<file path="src/rtl/ov7670_pkg.sv">
// ov7670_pkg: shared definitions for the OV7670 capture controller.
//   - default frame geometry (VGA 640 x 480)
//   - capture FSM state encoding
package ov7670_pkg;

    localparam int unsigned H_PIX_DEF   = 640;
    localparam int unsigned V_LINES_DEF = 480;

    typedef enum logic [1:0] {
        ST_IDLE    = 2'd0,
        ST_SYNC    = 2'd1,
        ST_ARMED   = 2'd2,
        ST_CAPTURE = 2'd3
    } cap_state_t;

endpackage

</file>
<file path="src/rtl/ov7670_edge_det.sv">
// ov7670_edge_det: rise/fall detector against a registered copy of the input.
// An input transition shows up on rise/fall in the cycle after it happens.
// Ports:
//   clk   in   clock (rising edge)
//   rst_n in   synchronous active-low reset (clears the stored copy)
//   din   in   signal to watch
//   rise  out  din is 1 and was 0 at the previous edge
//   fall  out  din is 0 and was 1 at the previous edge
module ov7670_edge_det (
    input  logic clk,
    input  logic rst_n,
    input  logic din,
    output logic rise,
    output logic fall
);

    logic din_q;

    always_ff @(posedge clk) begin
        if (!rst_n) begin
            din_q <= 1'b0;
        end else begin
            din_q <= din;
        end
    end

    assign rise = din & ~din_q;
    assign fall = ~din & din_q;

endmodule

</file>
<file path="src/rtl/ov7670_capture_ctrl.sv">
// ov7670_capture_ctrl: frame-level control for OV7670 capture.
// Waits for a complete vertical blanking interval before opening the capture
// gate, checks line/frame geometry and counts completed frames.
// Ports:
//   pclk       in   camera pixel clock
//   rst_n      in   synchronous active-low reset
//   start      in   one-cycle capture request (ignored while busy)
//   cont       in   continuous (1) / single-shot (0), latched with start
//   stop       in   one-cycle request to end capture after the current frame
//   vsync      in   camera vsync, high during vertical blanking
//   href       in   camera href, high during an active line
//   pix_we     in   pixel-written strobe from the capture datapath
//   cap_en     out  registered gate, high exactly while in CAPTURE
//   busy       out  high in every state except IDLE
//   frame_done out  one-cycle pulse when a captured frame ends
//   frame_err  out  sticky geometry error, cleared by an accepted start
//   frame_cnt  out  completed-frame counter, wraps
module ov7670_capture_ctrl
    import ov7670_pkg::*;
#(
    parameter int unsigned H_PIX   = H_PIX_DEF,
    parameter int unsigned V_LINES = V_LINES_DEF,
    parameter int unsigned FCNT_W  = 8
) (
    input  logic              pclk,
    input  logic              rst_n,
    input  logic              start,
    input  logic              cont,
    input  logic              stop,
    input  logic              vsync,
    input  logic              href,
    input  logic              pix_we,
    output logic              cap_en,
    output logic              busy,
    output logic              frame_done,
    output logic              frame_err,
    output logic [FCNT_W-1:0] frame_cnt
);

    localparam int unsigned PIX_W  = $clog2(H_PIX + 2);
    localparam int unsigned LINE_W = $clog2(V_LINES + 2);

    localparam logic [PIX_W-1:0]  PIX_FULL  = PIX_W'(H_PIX);
    localparam logic [PIX_W-1:0]  PIX_SAT   = PIX_W'(H_PIX + 1);
    localparam logic [LINE_W-1:0] LINE_FULL = LINE_W'(V_LINES);
    localparam logic [LINE_W-1:0] LINE_SAT  = LINE_W'(V_LINES + 1);

    cap_state_t        state, state_d;
    logic              v_rise, v_fall, h_rise, h_fall;
    logic              cont_q, stop_q;
    logic [PIX_W-1:0]  pix_cnt;
    logic [LINE_W-1:0] line_cnt;
    logic              start_acc, in_cap, stop_any;

    ov7670_edge_det u_vsync_edge (
        .clk   (pclk),
        .rst_n (rst_n),
        .din   (vsync),
        .rise  (v_rise),
        .fall  (v_fall)
    );

    ov7670_edge_det u_href_edge (
        .clk   (pclk),
        .rst_n (rst_n),
        .din   (href),
        .rise  (h_rise),
        .fall  (h_fall)
    );

    assign start_acc = (state == ST_IDLE) && start;
    assign in_cap    = (state == ST_CAPTURE);
    assign stop_any  = stop | stop_q;
    assign busy      = (state != ST_IDLE);

    // SYNC waits for a vsync rise so that ARMED always sees the whole
    // blanking interval; a frame already in progress is never opened.
    always_comb begin
        state_d = state;
        case (state)
            ST_IDLE:    if (start) state_d = ST_SYNC;
            ST_SYNC:    if (stop_any) state_d = ST_IDLE;
                        else if (v_rise) state_d = ST_ARMED;
            ST_ARMED:   if (stop_any) state_d = ST_IDLE;
                        else if (v_fall) state_d = ST_CAPTURE;
            ST_CAPTURE: if (v_rise) state_d = (cont_q && !stop_any) ? ST_ARMED : ST_IDLE;
            default:    state_d = ST_IDLE;
        endcase
    end

    always_ff @(posedge pclk) begin
        if (!rst_n) begin
            state      <= ST_IDLE;
            cap_en     <= 1'b0;
            frame_done <= 1'b0;
            frame_err  <= 1'b0;
            frame_cnt  <= '0;
            cont_q     <= 1'b0;
            stop_q     <= 1'b0;
            pix_cnt    <= '0;
            line_cnt   <= '0;
        end else begin
            state      <= state_d;
            cap_en     <= (state_d == ST_CAPTURE);
            frame_done <= in_cap && v_rise;

            if (start_acc) begin
                cont_q <= cont;
                stop_q <= 1'b0;
            end else if (state_d == ST_IDLE) begin
                stop_q <= 1'b0;
            end else if (stop) begin
                stop_q <= 1'b1;
            end

            if (start_acc) begin
                frame_err <= 1'b0;
            end else if (in_cap && h_fall && (pix_cnt != PIX_FULL)) begin
                frame_err <= 1'b1;
            end else if (in_cap && v_rise && (line_cnt != LINE_FULL)) begin
                frame_err <= 1'b1;
            end

            if (in_cap && v_rise) begin
                frame_cnt <= frame_cnt + FCNT_W'(1);
            end

            // A pixel strobe coinciding with the line-start clear still counts.
            if (h_rise) begin
                pix_cnt <= (in_cap && pix_we) ? PIX_W'(1) : '0;
            end else if (in_cap && pix_we && (pix_cnt != PIX_SAT)) begin
                pix_cnt <= pix_cnt + PIX_W'(1);
            end

            if (!in_cap && (state_d == ST_CAPTURE)) begin
                line_cnt <= '0;
            end else if (in_cap && h_fall && (line_cnt != LINE_SAT)) begin
                line_cnt <= line_cnt + LINE_W'(1);
            end
        end
    end

endmodule
</file>
<file path="config.mk">
export PLATFORM = sky130hd
export DESIGN_NAME = ov7670_capture_ctrl
export DESIGN_NICKNAME = d
export VERILOG_FILES = /design/src/rtl/ov7670_pkg.sv /design/src/rtl/ov7670_edge_det.sv /design/src/rtl/ov7670_capture_ctrl.sv
export SDC_FILE = /design/constraint.sdc
export NUM_CORES = 1
export LEC_CHECK = 0
export BUFFER_PORTS_ARGS = -buffer_cell sky130_fd_sc_hd__buf_2
export CAP_MARGIN = 20
export CORE_ASPECT_RATIO = 0.6
export CORE_MARGIN = 2
export CORE_UTILIZATION = 51
export DETAILED_ROUTE_END_ITERATION = 8
export GPL_TIMING_DRIVEN = 0
export PLACE_DENSITY = 0.77
export SETUP_SLACK_MARGIN = 0.1
export SYNTH_ARGS = -nofsm -noshare
export SYNTH_HDL_FRONTEND = slang
export SYNTH_SLANG_ARGS = --single-unit
</file>
<file path="constraint.sdc">
create_clock -name pclk -period 1.4 [get_ports pclk]
set_input_delay 0.07 -clock pclk [delete_from_list [all_inputs] [get_ports pclk]]
set_output_delay 0.07 -clock pclk [all_outputs]
set_load 0.02 [all_outputs]
</file>
==> impl_metrics.env <==
export IMPL_power_switching_w=0.000442
export IMPL_die_width_um=80.0
export IMPL_numClockSinks=36
export IMPL_ys_seq_elements=36
export IMPL_syn_inst=195
export IMPL_r2r_end="frame_err"
export IMPL_grt_max_degree=12
export IMPL_stdcell_area_mm2=0.00235
export IMPL_critPathArrivalTime_ns=1.51
export IMPL_clockBufferDepth=2
export IMPL_yosys_area_top_type="dfxtp_1"
export IMPL_total_power_w=0.00205
export IMPL_setup_viol=0
export IMPL_fmax_mhz=751
export IMPL_rr_startpoint="pix_cnt[5]"
export IMPL_hp_start="cont"
export IMPL_antenna_found_initial=0
export IMPL_sw_frac_of_total=0.215
export IMPL_io_buffers=19
export IMPL_yosys_top_cells_area="dfxtp_1 41%, nor2_1 5.5%, ha_1 5.0%"
export IMPL_rsz0062_at_grt="yes"
export IMPL_combPwrFrac=0.062
export IMPL_final_period_utilization=0.951
export IMPL_layout_drive_gt1_share=0.383
export IMPL_die_area_mm2=0.00397
export IMPL_die_y_um=49.6
export IMPL_hold_viol=0
export IMPL_relSlewSlack=0.696
export IMPL_seq_area_um2=752
export IMPL_grt_pass1_wl_um=6690
export IMPL_clk_latency_ns=0.29
export IMPL_wire_per_inst_um=15.2
export IMPL_syn_area_per_cell_um2=9.07
export IMPL_status="completed"
export IMPL_grt_pass1_vias=1446
export IMPL_diodes=0
export IMPL_drc=0
export IMPL_grt_usage=0.219
export IMPL_end_kind="flip-flop"
export IMPL_vias=1550
export IMPL_placed_cell_area_mm2=0.00192
export IMPL_power_internal_w=0.00161
export IMPL_cp_required_ns=1.58
export IMPL_synthArstFlopShare=0
export IMPL_dp_hpwl_um=2690
export IMPL_hold_class="in2reg"
export IMPL_criticalPathCategory="reg2reg"
export IMPL_root_buffer="clkbuf_8"
export IMPL_synth_edf_count=0
export IMPL_worst_slew_pin_slew_ns=0.455
export IMPL_drt_iter0_markers=43
export IMPL_finalWeightedCongestion=0.770
export IMPL_hold_path_end="cont_q"
export IMPL_synth_top_cell_area_share=0.407
export IMPL_synth_cell_types=44
export IMPL_critPathLaunchType="flip-flop"
export IMPL_worstPathMaxFanout=4
export IMPL_first_pass_iters=4
export IMPL_setup_tns_ns=0
export IMPL_synth_nets=210
export IMPL_vias_per_cell=5.54
export IMPL_area_growth_pct=32.7
export IMPL_core_area_mm2=0.00328
export IMPL_power_frac_seq=0.502
export IMPL_cts_made_buffers=5
export IMPL_synth_top_flop_cell="dfxtp_1"
export IMPL_slew_viol_final=0
export IMPL_nNetsFinal=249
export IMPL_final_fill_count=260
export IMPL_drt_total_wl_um=4250
export IMPL_ioPinCount=20
export IMPL_cts_max_level=2
export IMPL_worst_clock_skew_ns=0.00972
export IMPL_num_rows=16
export IMPL_hold_depth=3
export IMPL_ir_drop_mv=0.657
export IMPL_r2r_setup_slack_ns=0.07
export IMPL_pwr_share_clk=0.435
export IMPL_netlist_area_mm2=0.00177
export IMPL_tritoncts="yes"
export IMPL_grt_overflow=0
export IMPL_ant_nets=0
export IMPL_cap_violations=0
export IMPL_leakage_nw=0.943
export IMPL_period_needed_ns=1.33
export IMPL_yosysSeqAreaShare=0.407
export IMPL_start_util=0.539
export IMPL_clk_pin_slew_worst_paths_ns=0.08
export IMPL_reg2reg_depth=4
export IMPL_powerDensity_mw_per_mm2=875
export IMPL_multiInputGateArea_mm2=0.00113
export IMPL_yosysWarnings=0
[timing repair]
| action | in CTS | in global routing |
|---|---|---|
| hold buffers | 0 | 0 |
| setup endpoints to repair | 24 | 29 |
| resized for setup | 29 | 32 |
| pin swaps | 4 | 18 |
| endpoints found under the hold margin | 0 | 0 |
| buffers inserted | 1 | 12 |
[layout by cell type (no fill, tap or decap), drive strengths merged, types with 2 or more instances in the layout]
| cell type | synthesis | final |
|---|---|---|
| a21oi | 9 | 9 |
| a311oi | 2 | 2 |
| a31o | 2 | 2 |
| and2 | 4 | 4 |
| and3 | 3 | 3 |
| and4b | 3 | 3 |
| buf | 6 | 37 |
| clkbuf | 2 | 9 |
| dfxtp | 36 | 36 |
| ha | 7 | 7 |
| inv | 6 | 6 |
| nand2 | 14 | 14 |
| nand2b | 2 | 2 |
| nand3 | 10 | 10 |
| nand4 | 10 | 10 |
| nand4b | 2 | 2 |
| nor2 | 26 | 26 |
| nor3 | 7 | 7 |
| nor4 | 3 | 3 |
| nor4b | 2 | 2 |
| o21ai | 6 | 6 |
| or3 | 3 | 3 |
| or3b | 2 | 2 |
| xnor2 | 7 | 7 |
| xor2 | 9 | 9 |
[metal layers]
metal / vias up / global-route usage / routed length (um)
li1: 771 / - / -
met1: 733 / 0.301 / 1990
met2: 40 / 0.328 / 2040
met3: 6 / 0.0641 / 184
met4: 0 / 0.0791 / 31
met5: - / 0 / 0
[state kept, by name, summed over array words and instances, names as in the netlist, 2 cells and up]
signal / count
frame_cnt: 8
line_cnt: 9
pix_cnt: 10
state: 2
[kinds of logic after synthesis]
kind of cell | after synthesis | share of synthesized area
adder cells (fa/ha/maj) | 7 | 0.0495
XOR/XNOR | 16 | 0.0792
AND/OR/NAND/NOR | 94 | 0.319
AO/OA/AOI/OAI | 26 | 0.0948
flip-flops | 36 | 0.407
buffers and inverters | 14 | 0.0382
multiplexers | 2 | 0.0120
[power groups by stage]
stage | registers, W | clock network, W | logic, W
2_1_floorplan | 0.00106 | 0 | 0.0000683
3_3_place_gp | 0.00106 | 0 | 0.000100
3_5_place_dp | 0.00106 | 0 | 0.000101
4_1_cts | 0.00104 | 0.000898 | 0.000110
5_1_grt | 0.00103 | 0.000958 | 0.000141
6_report | 0.00103 | 0.000894 | 0.000128
[cell usage after synthesis, drive strengths merged (2+ instances only)]
cell type and count:
dfxtp 36, nor2 26, nand2 14, nand3 10, nand4 10, a21oi 9, xor2 9, ha 7
nor3 7, xnor2 7, buf 6, inv 6, o21ai 6, and2 4, and3 3, and4b 3
nor4 3, or3 3, a311oi 2, a31o 2, clkbuf 2, nand2b 2, nand4b 2, nor4b 2
or3b 2
[per-stage QoR]
| step | cells | utilization | worst slack (ns) | hold slack [ns] |
|---|---|---|---|---|
| floorplan | 195 | - | 0.107 | 0.189 |
| global placement | 259 | 0.585 | -0.0205 | 0.306 |
| detailed placement | 259 | 0.585 | -0.0661 | 0.313 |
| CTS | 268 | 0.656 | 0.0740 | 0.0196 |
| global route | 280 | 0.715 | 0.0173 | 0.0501 |
| finish | 280 | 0.715 | 0.0680 | 0.0159 |
[critical path, cell delays in order, from the launching register on]
cell and delay [ns]:
dfxtp_4 0.36, nor4b_4 0.37, nand3_2 0.13, a221oi_2 0.27, nor2_1 0.07
[worst max-delay path by stage]
stage | from | endpoint | slack (ns) | cells past startpoint
global placement | pix_cnt[0] | pix_cnt[8] | -0.02 | 5
CTS | pix_cnt[3] | frame_err | 0.07 | 4
floorplan | pix_cnt[0] | pix_cnt[8] | 0.11 | 5
detailed placement | pix_cnt[0] | pix_cnt[8] | -0.07 | 5
global route | pix_cnt[5] | frame_err | 0.02 | 4
finish | pix_cnt[5] | frame_err | 0.07 | 4
[cell type report]
class	count	area share
Multi-Input combinational cell	145	0.483
Sequential cell	36	0.320
Timing Repair Buffer	32	0.0848
Buffer	8	0.0325
Clock buffer	6	0.0309
Tap cell	45	0.0240
Clock inverter	2	0.0149
Inverter	6	0.00959
Power figures use the tool's default switching activity.
